File: src/rtl/reglist_encoder_seq_if.sv
// rtl/reglist_encoder_seq_if.sv - request/beat bundle between control unit and reglist encoder
interface reglist_encoder_seq_if #(
  parameter int N_REGS = 16,
  parameter int IDX_W  = 4,
  parameter int ADDR_W = 32
);
  logic              start;
  logic [N_REGS-1:0] reg_list;
  logic [ADDR_W-1:0] base_addr;
  logic              ready;
  logic              valid;
  logic [IDX_W-1:0]  reg_idx;
  logic [ADDR_W-1:0] mem_addr;
  logic              last;
  logic              busy;
  logic              done;
  logic [IDX_W:0]    count;

  modport master (
    output start, reg_list, base_addr, ready,
    input  valid, reg_idx, mem_addr, last, busy, done, count
  );

  modport slave (
    input  start, reg_list, base_addr, ready,
    output valid, reg_idx, mem_addr, last, busy, done, count
  );
endinterface

File: src/rtl/reglist_encoder_seq.sv
// rtl/reglist_encoder_seq.sv - sequential 16-to-4 priority encoder for LDM/STM register lists
module reglist_encoder_seq #(
  parameter int N_REGS = 16,
  parameter int IDX_W  = 4,
  parameter int ADDR_W = 32
) (
  input logic               clk,
  input logic               reset,
  reglist_encoder_seq_if.slave bus
);
  typedef enum logic [1:0] {IDLE, ISSUE, DONE} state_e;

  state_e            state_q, state_d;
  logic [N_REGS-1:0] pending_q, pending_d;
  logic [ADDR_W-1:0] addr_q, addr_d;
  logic [IDX_W:0]    count_q, count_d;
  logic              valid_q, valid_d;
  logic              busy_q, busy_d;
  logic              done_q, done_d;

  logic [IDX_W-1:0]  low_idx;
  logic              single;
  logic [IDX_W:0]    list_pop;

  // Scan from the top so the lowest set bit is the one that sticks.
  always_comb begin
    low_idx = '0;
    for (int i = N_REGS - 1; i >= 0; i--) begin
      if (pending_q[i]) low_idx = IDX_W'(i);
    end
  end

  always_comb begin
    list_pop = '0;
    for (int i = 0; i < N_REGS; i++) begin
      list_pop = list_pop + (IDX_W + 1)'(bus.reg_list[i]);
    end
  end

  assign single = (pending_q != '0) &&
                  ((pending_q & (pending_q - N_REGS'(1))) == '0);

  always_comb begin
    state_d   = state_q;
    pending_d = pending_q;
    addr_d    = addr_q;
    count_d   = count_q;
    valid_d   = 1'b0;
    busy_d    = 1'b0;
    done_d    = 1'b0;
    case (state_q)
      IDLE: begin
        if (bus.start) begin
          pending_d = bus.reg_list;
          addr_d    = bus.base_addr;
          count_d   = list_pop;
          if (bus.reg_list == '0) begin
            state_d = DONE;
            done_d  = 1'b1;
          end else begin
            state_d = ISSUE;
            valid_d = 1'b1;
            busy_d  = 1'b1;
          end
        end
      end
      ISSUE: begin
        valid_d = 1'b1;
        busy_d  = 1'b1;
        if (bus.ready) begin
          pending_d[low_idx] = 1'b0;
          addr_d = addr_q + ADDR_W'(4);
          if (single) begin
            state_d = DONE;
            valid_d = 1'b0;
            busy_d  = 1'b0;
            done_d  = 1'b1;
          end
        end
      end
      default: state_d = IDLE;
    endcase
  end

  always_ff @(posedge clk) begin
    if (reset) begin
      state_q   <= IDLE;
      pending_q <= '0;
      addr_q    <= '0;
      count_q   <= '0;
      valid_q   <= 1'b0;
      busy_q    <= 1'b0;
      done_q    <= 1'b0;
    end else begin
      state_q   <= state_d;
      pending_q <= pending_d;
      addr_q    <= addr_d;
      count_q   <= count_d;
      valid_q   <= valid_d;
      busy_q    <= busy_d;
      done_q    <= done_d;
    end
  end

  // Beat fields are forced to zero outside a beat so downstream never sees stale data.
  assign bus.valid    = valid_q;
  assign bus.busy     = busy_q;
  assign bus.done     = done_q;
  assign bus.count    = count_q;
  assign bus.reg_idx  = valid_q ? low_idx : '0;
  assign bus.mem_addr = valid_q ? addr_q : '0;
  assign bus.last     = valid_q & single;
endmodule

File: src/flat_wrapper.sv
// flat-port wrapper written by rule: the top's interface ports become plain ports
module reglist_encoder_seq_flat 
#(
  parameter int N_REGS = 16,
  parameter int IDX_W  = 4,
  parameter int ADDR_W = 32
)
  (clk, reset, bus_start, bus_reg_list, bus_base_addr, bus_ready, bus_valid, bus_reg_idx, bus_mem_addr, bus_last, bus_busy, bus_done, bus_count);
  reglist_encoder_seq_if #(.N_REGS(N_REGS), .IDX_W(IDX_W), .ADDR_W(ADDR_W)) bus_i ();
  input logic clk;
  input logic reset;
  input wire logic [$bits(bus_i.start)-1:0] bus_start;
  input wire logic [$bits(bus_i.reg_list)-1:0] bus_reg_list;
  input wire logic [$bits(bus_i.base_addr)-1:0] bus_base_addr;
  input wire logic [$bits(bus_i.ready)-1:0] bus_ready;
  output wire logic [$bits(bus_i.valid)-1:0] bus_valid;
  output wire logic [$bits(bus_i.reg_idx)-1:0] bus_reg_idx;
  output wire logic [$bits(bus_i.mem_addr)-1:0] bus_mem_addr;
  output wire logic [$bits(bus_i.last)-1:0] bus_last;
  output wire logic [$bits(bus_i.busy)-1:0] bus_busy;
  output wire logic [$bits(bus_i.done)-1:0] bus_done;
  output wire logic [$bits(bus_i.count)-1:0] bus_count;
  assign bus_i.start = bus_start;
  assign bus_i.reg_list = bus_reg_list;
  assign bus_i.base_addr = bus_base_addr;
  assign bus_i.ready = bus_ready;
  assign bus_valid = bus_i.valid;
  assign bus_reg_idx = bus_i.reg_idx;
  assign bus_mem_addr = bus_i.mem_addr;
  assign bus_last = bus_i.last;
  assign bus_busy = bus_i.busy;
  assign bus_done = bus_i.done;
  assign bus_count = bus_i.count;
  reglist_encoder_seq #(.N_REGS(N_REGS), .IDX_W(IDX_W), .ADDR_W(ADDR_W)) u_core (.clk(clk), .reset(reset), .bus(bus_i));
endmodule
File: config.mk
export PLATFORM = sky130hd
export DESIGN_NAME = reglist_encoder_seq_flat
export DESIGN_NICKNAME = d
export VERILOG_FILES = /design/src/rtl/reglist_encoder_seq_if.sv /design/src/rtl/reglist_encoder_seq.sv /design/src/flat_wrapper.sv
export SDC_FILE = /design/constraint.sdc
export NUM_CORES = 1
export LEC_CHECK = 0
export BUFFER_PORTS_ARGS = -buffer_cell sky130_fd_sc_hd__clkbuf_2
export CAP_MARGIN = 20
export CORE_UTILIZATION = 59
export CTS_CLUSTER_DIAMETER = 30
export CTS_CLUSTER_SIZE = 30
export DETAILED_ROUTE_END_ITERATION = 10
export PLACE_DENSITY = 0.92
export SKIP_CTS_REPAIR_TIMING = 1
export SLEW_MARGIN = 20
export SYNTH_ARGS = -nofsm -noshare
export SYNTH_HDL_FRONTEND = slang
export SYNTH_SLANG_ARGS = --single-unit
export TNS_END_PERCENT = 10
File: constraint.sdc
create_clock -name clk -period 11.4 [get_ports clk]
set_input_delay 2.85 -clock clk [delete_from_list [all_inputs] [get_ports clk]]
set_output_delay 2.85 -clock clk [all_outputs]
set_load 0.005 [all_outputs]
## Word-level counts from Yosys, hierarchy flattened

Cells that the tools add are included.

- Word-level logic and storage cells: 84
- Register bits after elaboration: 57
- Input port bits: 52
- Output and inout port bits: 45

- Multiplexer cells: 41
- Bitwise logic cells: 4
- Add/subtract/negate cells: 17
- Equal/unequal tests: 4
- Reductions and logical operators: 10
- Order comparisons: 2

Operators by type and width:

| operator | count |
|---|---|
| 2-to-1 mux 32 bit | 3 |
| adder 5 x 1 -> 5 bit | 14 |
| 2-to-1 mux 4 bit | 17 |
| one-hot mux 32 bit (2 select lines) | 1 |
| adder 32 x 3 -> 32 bit, second input constant | 1 |
| bitwise AND 16 bit | 2 |
| zero test 16 bit | 2 |
| 2-to-1 mux 16 bit | 2 |
| one-hot mux 16 bit (2 select lines) | 1 |
| inverter 16 bit | 1 |
| nonzero test 16 bit | 1 |
| subtractor 16 x 1 -> 16 bit, second input constant | 1 |
| 2-to-1 mux 1 bit | 9 |
| 2-to-1 mux 2 bit | 4 |
| AND reduction 3 bit | 2 |
| less-than comparator 4 x 5 -> 1 bit, second input constant | 1 |
| demux 1 bit (select 4 bit) | 1 |
| >= comparator 4 x 1 -> 1 bit, second input constant | 1 |
| != test 2 bit, second input constant | 2 |
| one-hot mux 1 bit (2 select lines) | 2 |
| one-hot mux 2 bit (2 select lines) | 1 |
| adder 1 x 1 -> 2 bit | 1 |
| == test 2 x 1 -> 1 bit, second input constant | 1 |
| logical AND 1 bit | 2 |
| 5 further kinds | 5 |

## Logic depth before layout (Yosys ltp)

Gate-level depths: netlist (run 1).

- Depth in word-level cells: 24
- Mapped depth: 16

## Least setup slack after synthesis (run 1)

Ideal clock, no wire load.

- Kind: input to register
- Start: input port bus_reg_list[0]
- End: register u_core.count_q[4] (netlist: u_core.bus.count[4])
- Data arrival time: 6,260 ps
- Cell stages on the path: 14
- Buffers on the path: 0
- Path slack: 5,013 ps
- Required time: 11,272 ps
- Path through: inv_1 ha_1 inv_1 fa_1 fa_1 fa_1 fa_1 inv_1 fa_1 fa_1 a21oi_1 nor2_1 a22oi_1 nor2_1

- Cells in the longest elaborated chain, start to end: 15

Ends and longest elaborated chain:

| what | RTL line | RTL |
|---|---|---|
| start, declared | flat_wrapper.sv:13 | `input wire logic [$bits(bus_i.reg_list)-1:0] bus_reg_list;` |
| adder 1 x 1 -> 2 bit | reglist_encoder_seq.sv:36 | `list_pop = list_pop + (IDX_W + 1)'(bus.reg_list[i]);` |
| adder 5 x 1 -> 5 bit (14 in series) | reglist_encoder_seq.sv:36 |  |
| end signal, assigned | reglist_encoder_seq.sv:98 | `count_q <= count_d;` |
| end, declared | reglist_encoder_seq.sv:16 | `logic [IDX_W:0] count_q, count_d;` |

Every way passes these cells.
A chain may end at the register's enable or synchronous reset.

## Final worst setup path (run 1)

Ends and elaborated chain as after synthesis.

==> results by group, run 1 <==
Status
  • Status: finished, final reports clean

Timing
  • FMAX: 156 MHz
  • Relative slew slack: 0.495
  • Fin crit period: 6.40 ns
  • Final setup TNS: 0 ns
  • Final hold vios: 0
  • Period utilization: 0.561
  • # setup viols final: 0
  • Max Slew Vio Count: 0
  • RSZ-0062 raised after global routing: no
  • Worst setup margin: 5.00 ns
  • Worst-Margin Slew: 0.757 ns
  • Clk_skew: 0.0122 ns

Pwr
  • Pwr Density: 238 nW/um^2
  • Pwr Total: 1.14 mW
  • Worst VDD drop: 0.128 mV
  • Leak pwr: 2.06 nW

Die
  • Initial Util: 0.615
  • Row count: 30
  • Ports: 97
  • Chip width: 86.7 um
  • Core ar.: 6870 um^2
  • Die Ht: 86.7 um
  • Die area: 7510 um^2

Critical path
  • FF-to-FF Start: u_core.addr_q[9]
  • Slowest stage delay, CP: 0.55 ns
  • R2R depth: 6
  • Critical path's most frequent cell: fa_1
  • Delay-heaviest family, CP: adder cells
  • Slowest cell on the critical path: fa_1
  • Crit path capture: u_core.bus.count[4]
  • Setup slack, reg-to-reg: 9.15 ns
  • Worst flop-to-flop path endpoint: u_core.addr_q[29]
  • Critical path depth: 15
  • Worst path required time: 11.60 ns
  • Worst Setup SP: bus_reg_list[0]
  • Critical path launch point type: input port
  • Crit-path cells: clkbuf_2 > inv_1 > ha_1 > inv_1 > fa_1 > fa_1 > fa_1 > fa_1 > inv_1 > fa_1 > fa_1 > a21oi_1 > nor2_1 > a22oi_1 > nor2_1
  • Critical path class: input port to flop
  • Worst Path Arrival: 6.59 ns
  • Worst Path Buf+Inv: 4
  • CP endpoint kind: flop
  • CP max FO: 2

Run
  • Max-cap viol count: 0

Yosys
  • Register area share after synthesis: 0.270
  • Avg Inst Size Synth: 7.59 um^2
  • Synth warnings: 0
  • Syn_nets: 627
  • Flops & latches, synth: 57
  • Share of flip-flops with an asynchronous set or reset: 0
  • Mapped Cells: 557
  • Post-synth top flop: dfxtp_1
  • Mapped Area: 4230 um^2
  • Netlist cell types: 70
  • EDFF count, synth: 0

Detailed routing
  • DR iter-0 viols: 418
  • DRC: 0
  • Vias: 4518
  • Routed wire length: 11400 um
  • Via density: 6.24
  • Drt first pass iters: 6
  • DR WL/cell: 15.7 um
  • Post-route ant nets: 0

Place
  • Setup WS pre-CTS: 4.68 ns
  • Dpl hpwl: 7950 um
  • Gpl congestion: 0.861
  • Placed cells: 707
  • Port Buffers: 96

Global routing
  • Vias in the first global route: 4056
  • Global-route wire length before repair: 18800 um
  • Total GRT Usage: 0.313
  • Total grt overflow: 0
  • Initial antenna violation count: 0
  • Largest net degree at the start of global routing: 60

Finish
  • Layout Cells excl Fill: 724
  • Most frequent cells in the layout: clkbuf_2, a21oi_1, nand2_1, dfxtp_1, nor2_1
  • Synth-to-Final Area Change: 13.5%
  • NumNets Final: 693
  • Share of layout cells above drive strength 1: 0.225
  • Number of inserted diodes: 0
  • Commonest non-fill, non-tap cell in the layout: clkbuf_2

Clock tree
  • Worst-Skew Late Latency: 0.33 ns
  • CTS tree: built
  • TritonCTS buffer count: 9
  • Clock Pin Slew Worst Setup and Hold Paths: 0.07 ns
  • Clk buf depth: 2
  • CTS H-tree depth: 3
  • Clock sink count: 57
  • Root buffer cell: clkbuf_8

Min path
  • HP Class: flop to flop
## sequential cells by signal, indices dropped and copies added, names as in the netlist
signal and cells:
u_core.addr_q 32, u_core.bus.count 5, u_core.state_q 2, u_core.bus.done 1, u_core.pending_q 16, u_core.bus.busy 1
## cells in the mapped netlist, types with 5 or more instances
master | count | area share
nand3_1 | 15 | 0.018
o21ai_0 | 21 | 0.025
clkbuf_1 | 26 | 0.023
dfxtp_1 | 57 | 0.27
o22ai_1 | 8 | 0.012
and2_1 | 35 | 0.052
and3_1 | 9 | 0.013
buf_2 | 8 | 0.0095
a211oi_1 | 12 | 0.021
ha_1 | 8 | 0.024
fa_1 | 10 | 0.047
nand2_1 | 56 | 0.050
a31oi_1 | 7 | 0.010
inv_1 | 28 | 0.025
nand2b_1 | 6 | 0.0089
nor4_1 | 5 | 0.0074
nor2_1 | 46 | 0.041
o311ai_0 | 7 | 0.015
clkbuf_8 | 7 | 0.023
nor3_1 | 33 | 0.039
nand4_1 | 11 | 0.016
a21oi_1 | 62 | 0.073
## final cells by class
class / count / area, um^2
inverter: 28 / 105
clock buffer: 12 / 155
tap: 96 / 120
clock inverter: 4 / 27.5
timing repair buffer: 102 / 538
sequential: 57 / 1140
multi-input combinational: 425 / 2710
fill: 575 / 2070
## stage by stage
stage | hold slack [ns] | area, um^2 | util
after floorplan | 0.432 | 4230 | -
after global placement | 0.442 | 4590 | 0.669
after detailed placement | 0.453 | 4590 | 0.669
after CTS | 0.461 | 4780 | 0.695
after global routing | 0.489 | 4800 | 0.699
final | 0.458 | 4800 | 0.699
## where the power goes
group / internal (mW) / switching [mW] / total (mW) / leakage [nW]
clock network: 0.0904 / 0.0837 / 0.174 / 0.0846
registers: 0.263 / 0.106 / 0.369 / 0.469
logic: 0.249 / 0.349 / 0.598 / 1.51
## worst register-to-register path: stages (launching register included)
cell and delay, ns:
dfxtp_1 0.48, and4_1 0.41, nand3_4 0.16, nor4_4 0.55, nand4_1 0.17, mux2_2 0.29
a31oi_1 0.12
## worst min path at each step
stage	depth (start not counted)	slack [ns]	from	to
global placement	2	0.44	u_core.addr_q[1]	u_core.addr_q[1]
finish	2	0.46	u_core.addr_q[0]	u_core.addr_q[0]
floorplan	2	0.43	u_core.addr_q[0]	u_core.addr_q[0]
CTS	2	0.46	u_core.addr_q[0]	u_core.addr_q[0]
global route	2	0.49	u_core.bus.count[0]	u_core.bus.count[0]
detailed placement	2	0.45	u_core.addr_q[0]	u_core.addr_q[0]
## metal layers
layer / wire length [um] / up-vias / global-route usage
met1: 4820 / 2111 / 0.424
met2: 5390 / 242 / 0.498
met4: 214 / 0 / 0.135
met3: 961 / 24 / 0.0467
li1: - / 2141 / -
met5: 0 / - / 0
## logic make-up (layout without fill, tap and decap cells)
kind of cell / Yosys count / in the layout / synth area share
AOI/OAI and AO/OA: 158 / 158 / 0.244
xor gates and xnor gates: 2 / 2 / 0.00414
adders and majority gates: 19 / 19 / 0.0734
buffers and inverters: 75 / 146 / 0.0920
DFF: 57 / 57 / 0.270
muxes: 3 / 3 / 0.00740
and+or+nand+nor: 243 / 243 / 0.309
Note: power is estimated with default switching activity, not from simulation.
==> run 2, diff against run 1 <==
- CORE_UTILIZATION: 59 -> 55
- PLACE_DENSITY: 0.92 -> 0.87
- clock period: 11.4 -> 6 ns (I/O delays scaled with it)
==> run 2 against run 1 <==
Net effect:
- worst setup slack got worse by 4.0 ns
- non-clock buffer count unchanged
- clock power grew 110%
- combinational power up 87%
- largest cell class unchanged
==> results by group, run 2 (synthesized netlist as in run 1, its figures left out) <==
Global routing
  • Global-route wire length before repair: 17800 um (-5.0%)
  • Initial antenna violation count: 0 (unchanged)
  • Vias in the first global route: 3928 (-3.2%)
  • Largest net degree at the start of global routing: 60 (unchanged)
  • Total grt overflow: 0 (unchanged)
  • Total GRT Usage: 0.287 (-0.0258)

Min path
  • Worst hold path depth: 2 (unchanged)
  • HP Start: u_core.addr_q[0]
  • HP Class: flop to flop

Clock tree
  • Clock sink count: 57 (unchanged)
  • Clock Pin Slew Worst Setup and Hold Paths: 0.07 ns (about the same)
  • Worst-Skew Late Latency: 0.34 ns (about the same)
  • Root buffer cell: clkbuf_8
  • Clk buf depth: 2 (unchanged)
  • TritonCTS buffer count: 9 (unchanged)
  • CTS tree: built
  • CTS H-tree depth: 3 (unchanged)

Detailed routing
  • DR iter-0 viols: 288 (-31%)
  • Post-route ant nets: 0 (unchanged)
  • DRC: 0 (unchanged)
  • Drt first pass iters: 5 (-1)
  • Routed wire length: 11300 um (-0.39%)
  • Vias: 4498 (-0.44%)
  • DR WL/cell: 15.6 um (-0.80%)
  • Via density: 6.19 (-0.85%)

Place
  • Gpl congestion: 0.872 (+1.3%)
  • Setup WS pre-CTS: 0.677 ns (-4.00 ns)
  • Port Buffers: 96 (unchanged)
  • Dpl hpwl: 7920 um (-0.35%)

Pwr
  • Clk pwr share: 0.165 (+0.012)
  • Sw power: 1.02 mW (+90%)
  • Leak pwr: 2.07 nW (+0.34%)
  • Comb power frac: 0.514 (-0.010)
  • Reg power frac: 0.321 (-0.002)
  • Worst VDD drop: 0.195 mV (+52%)
  • Switching Fraction: 0.468 (-0.00455)
  • Internal Pwr Total: 1.16 mW (+93%)
  • Pwr Density: 455 nW/um^2 (+92%)

Finish
  • Synth-to-Final Area Change: 13.6%
  • Fin util: 0.655 (-0.0433)
  • Max reg flops: 32 (unchanged)
  • Number of inserted diodes: 0 (unchanged)
  • Top reg by flops: u_core.addr_q
  • Fillers: 640 (+11%)
  • Most frequent cells in the layout: clkbuf_2, a21oi_1, nand2_1, dfxtp_1, nor2_1
  • Share of layout cells above drive strength 1: 0.225 (unchanged)
  • Commonest non-fill, non-tap cell in the layout: clkbuf_2
  • NumNets Final: 693 (unchanged)

Timing
  • Final hold vios: 0 (unchanged)
  • Clk_skew: 0.0113 ns (-0.000868 ns)
  • Worst setup margin: 1.03 ns (-3.97 ns)
  • RSZ-0062 raised after global routing: no
  • Max Slew Vio Count: 0 (unchanged)
  • Hold slack: 0.461 ns (+0.00311 ns)
  • Relative slew slack: 0.376 (-0.119)
  • FMAX: 201 MHz
  • Fin crit period: 4.97 ns
  • Worst-Margin Slew: 0.936 ns (+0.179 ns)
  • Final setup TNS: 0 ns (unchanged)
  • # setup viols final: 0 (unchanged)
  • Period utilization: 0.828

Critical path
  • Critical path class: input port to flop
  • FF-to-FF Start: u_core.state_q[1]
  • CP endpoint kind: flop
  • Worst path required time: 6.21 ns (-5.39 ns)
  • CP max FO: 2 (unchanged)
  • Critical path launch point type: input port
  • Worst Setup SP: bus_reg_list[0]
  • R2R depth: 5 (-1)
  • Worst Path Arrival: 5.18 ns (-1.41 ns)

Die
  • Die Ht: 89.7 um (+3.5%)
  • Chip width: 89.7 um (+3.5%)
  • Row count: 31 (+3.3%)
  • Core ar.: 7330 um^2 (+6.7%)
  • Initial Util: 0.577 (-0.0388)
  • Ports: 97 (unchanged)
  • Die area: 8040 um^2 (+7.1%)

Status
  • Status: finished, final reports clean

Run
  • Max-cap viol count: 0 (unchanged)
[run 2: area by class of cell]
cell class                 instances  area (um^2)  share of cell area
multi-input combinational        425         2710               0.564
sequential                        57         1140               0.238
timing repair buffer             102          526               0.109
clock buffer                      11          141              0.0294
tap                               99          124              0.0258
inverter                          28          105              0.0219
clock inverter                     5         55.1              0.0115
[run 2: stage by stage]
stage / total power [mW] / instances / cell area [um^2]
after floorplan: 1.53 / 557 / 4230
after global placement: 1.76 / 711 / 4600
after detailed placement: 1.81 / 711 / 4600
final: 2.19 / 727 / 4800
after global routing: 2.35 / 727 / 4800
after CTS: 2.17 / 727 / 4800
[run 2: layer usage]
metal,vias up,share of wire,GRT usage
met1,2122,0.43,0.364
met4,0,0.019,0.120
met5,-,0,0
met3,19,0.071,0.0503
met2,219,0.48,0.483
li1,2138,-,-
[run 2: power by group through the flow]
stage	logic, mW	registers, mW	clock network [mW]
final	1.12	0.703	0.361
after global placement	1.07	0.691	0
after global routing	1.24	0.723	0.384
after CTS	1.11	0.696	0.363
after floorplan	0.931	0.598	0
after detailed placement	1.11	0.704	0
[run 2: critical path: stages]
cell      delay (ns)
clkbuf_2        0.09
inv_1           0.05
ha_1            0.28
inv_1           0.07
fa_1            0.43
fa_1            0.54
fa_1            0.44
fa_1            0.49
inv_1           0.05
fa_1            0.40
fa_1            0.41
a21oi_1         0.14
nor2_1          0.06
a22oi_1         0.16
nor2_1          0.05
[run 2: path summary, 6_finish.rpt]
| path | to | slack (ns) |
|---|---|---|
| max | u_core.bus.count[4] | 1.03 |
| min | u_core.addr_q[0] | 0.46 |
| max reg2reg | u_core.bus.count[4] | 3.47 |
| min reg2reg | u_core.addr_q[0] | 0.46 |
==> run 3, diff against run 2 <==
- CORE_UTILIZATION: 55 -> 50
- PLACE_DENSITY: 0.87 -> 0.84
- clock period: 6 -> 4.35 ns (I/O delays scaled with it)
==> run 3 against run 2 <==
Net effect:
- sequential share of layout area is 0.75 points lower
- design area is 3.3% higher
- worst setup slack worse by 1.0 ns
- hold slack better by 0.0026 ns
- sequential power rose by 38%
- combinational power rose by 43%
- critical path depth unchanged
- count of clock-buffer cells in the layout shrank 2
- sequential cell count unchanged
==> results by group, run 3 (synthesized netlist as in run 1, its figures left out) <==
Pwr
  • Internal Pwr Total: 1.69 mW (+45%)
  • Reg power frac: 0.308 (-0.013)
  • Switching Fraction: 0.464 (-0.00413)
  • Pwr Total: 3.15 mW (+44%)
  • Leak pwr: 2.14 nW (+3.3%)
  • Pwr Density: 634 nW/um^2 (+39%)
  • Sw power: 1.46 mW (+43%)
  • Comb power frac: 0.509 (-0.005)
  • Clk pwr share: 0.183 (+0.018)
  • Worst VDD drop: 0.391 mV (+100%)

Critical path
  • CP max FO: 2 (unchanged)
  • Worst path required time: 4.58 ns (-1.63 ns)
  • CP endpoint kind: flop
  • Critical path launch point type: input port
  • R2R depth: 6 (+1)
  • Setup slack, reg-to-reg: 2.02 ns (-1.45 ns)
  • Critical path class: input port to flop
  • Worst flop-to-flop path endpoint: u_core.state_q[0]
  • Worst Path Arrival: 4.54 ns (-0.64 ns)
  • FF-to-FF Start: u_core.pending_q[7]

Min path
  • Worst hold path depth: 2 (unchanged)
  • Hold EP: u_core.addr_q[0]
  • HP Start: u_core.addr_q[0]
  • HP Class: flop to flop

Place
  • Port Buffers: 96 (unchanged)
  • Dpl hpwl: 8500 um (+7.3%)
  • Placed cells: 728 (+2.4%)
  • Gpl congestion: 0.894 (+2.5%)

Timing
  • FMAX: 232 MHz
  • Worst-Margin Slew: 0.838 ns (-0.0978 ns)
  • # setup viols final: 0 (unchanged)
  • Period utilization: 0.991
  • Final setup TNS: 0 ns (unchanged)
  • RSZ-0062 raised after global routing: yes
  • Final hold vios: 0 (unchanged)
  • Relative slew slack: 0.440 (+0.0640)
  • Clk_skew: 0.0131 ns (+0.00180 ns)
  • Fin crit period: 4.31 ns
  • Max Slew Vio Count: 0 (unchanged)

Detailed routing
  • Post-route ant nets: 0 (unchanged)
  • Via density: 6.09 (-1.6%)
  • Routed wire length: 11900 um (+4.7%)
  • DR iter-0 viols: 343 (+19%)
  • DRC: 0 (unchanged)
  • DR WL/cell: 16.0 um (+2.3%)
  • Vias: 4531 (+0.73%)
  • Drt first pass iters: 5 (unchanged)

Die
  • Die area: 8830 um^2 (+9.8%)
  • Core ar.: 8220 um^2 (+12%)
  • Row count: 33 (+6.5%)
  • Chip width: 94.0 um (+4.8%)
  • Ports: 97 (unchanged)
  • Initial Util: 0.515 (-0.0622)
  • Die Ht: 94.0 um (+4.8%)

Global routing
  • Total grt overflow: 0 (unchanged)
  • Total GRT Usage: 0.274 (-0.0136)
  • Largest net degree at the start of global routing: 45 (-25%)
  • Vias in the first global route: 4215 (+7.3%)
  • Initial antenna violation count: 0 (unchanged)
  • Global-route wire length before repair: 19400 um (+8.6%)

Clock tree
  • Clock Pin Slew Worst Setup and Hold Paths: 0.08 ns (about the same)
  • Root buffer cell: clkbuf_8
  • TritonCTS buffer count: 9 (unchanged)
  • CTS H-tree depth: 3 (unchanged)
  • Clock sink count: 57 (unchanged)
  • CTS tree: built
  • Clk buf depth: 2 (unchanged)
  • Worst-Skew Late Latency: 0.35 ns (about the same)

Finish
  • Synth-to-Final Area Change: 17.3%
  • Max reg flops: 32 (unchanged)
  • Layout Cells excl Fill: 744 (+2.3%)
  • Most frequent cells in the layout: clkbuf_2, a21oi_1, nand2_1, dfxtp_1, nor2_1
  • Number of inserted diodes: 0 (unchanged)
  • Commonest non-fill, non-tap cell in the layout: clkbuf_2
  • Fillers: 744 (+16%)
  • Share of layout cells above drive strength 1: 0.249 (+0.0243)
  • NumNets Final: 704 (+1.6%)
  • Top reg by flops: u_core.addr_q

Run
  • Max-cap viol count: 0 (unchanged)

Status
  • Status: finished, final reports clean
==> run 3: cell count changes in the layout (fill, tap and decap cells not counted), sizes merged <==
| cell | before | now |
|---|---|---|
| buf | 6 | 19 |
| clkbuf | 107 | 103 |
| bufinv | 1 | 2 |
| inv | 28 | 29 |
| clkinvlp | 2 | 1 |
| clkinv | 2 | 3 |
==> run 3: power groups by stage <==
stage / Combinational [mW] / Sequential [mW] / Clock (mW)
floorplan: 1.29 / 0.825 / 0
global placement: 1.50 / 0.952 / 0
detailed placement: 1.57 / 0.969 / 0
CTS: 1.58 / 0.957 / 0.580
global route: 1.79 / 0.999 / 0.599
finish: 1.60 / 0.969 / 0.577
==> run 3: metrics by stage <==
step,worst slack [ns],cell area (um^2),utilization,hold slack [ns]
2_1_floorplan,-0.117,4230,-,0.432
3_3_place_gp,-0.293,4700,0.572,0.438
3_5_place_dp,-0.422,4700,0.572,0.450
4_1_cts,-0.0353,4930,0.600,0.464
5_1_grt,-0.111,4960,0.604,0.473
6_report,0.0370,4960,0.604,0.463
==> run 3: worst max path at each step <==
stage | from | end | slack, ns | cells past startpoint
final | bus_reg_list[0] | u_core.bus.count[4] | 0.04 | 15
after global routing | bus_reg_list[0] | u_core.bus.count[4] | -0.11 | 15
after CTS | bus_reg_list[0] | u_core.bus.count[4] | -0.04 | 15
after detailed placement | bus_reg_list[0] | u_core.bus.count[4] | -0.42 | 15
after global placement | bus_reg_list[0] | u_core.bus.count[4] | -0.29 | 15
after floorplan | bus_reg_list[0] | u_core.bus.count[4] | -0.12 | 14
==> run 3: layout make-up <==
cell class	count	area, um^2	share of cell area
clock buffer	9	124	0.0250
clock inverter	7	103	0.0207
inverter	28	110	0.0222
multi-input combinational	425	2730	0.550
sequential	57	1140	0.230
tap	105	131	0.0265
timing repair buffer	113	621	0.125
==> run 3: layer usage <==
metal	part of all wire	track usage	up-vias	wire length, um
met4	0.020	0.105	0	240
li1	-	-	2157	-
met3	0.082	0.0421	34	973
met5	0	0	-	0
met1	0.41	0.344	2108	4830
met2	0.49	0.468	232	5830
==> run 3: worst max-delay path: stages <==
cell and delay (ns):
buf_6 0.08, inv_4 0.04, ha_4 0.25, inv_2 0.03
fa_1 0.44, fa_1 0.51, fa_1 0.43, fa_1 0.49
inv_1 0.05, fa_2 0.35, fa_2 0.38, a21oi_2 0.12
nor2_1 0.05, a22oi_1 0.16, nor2_1 0.05
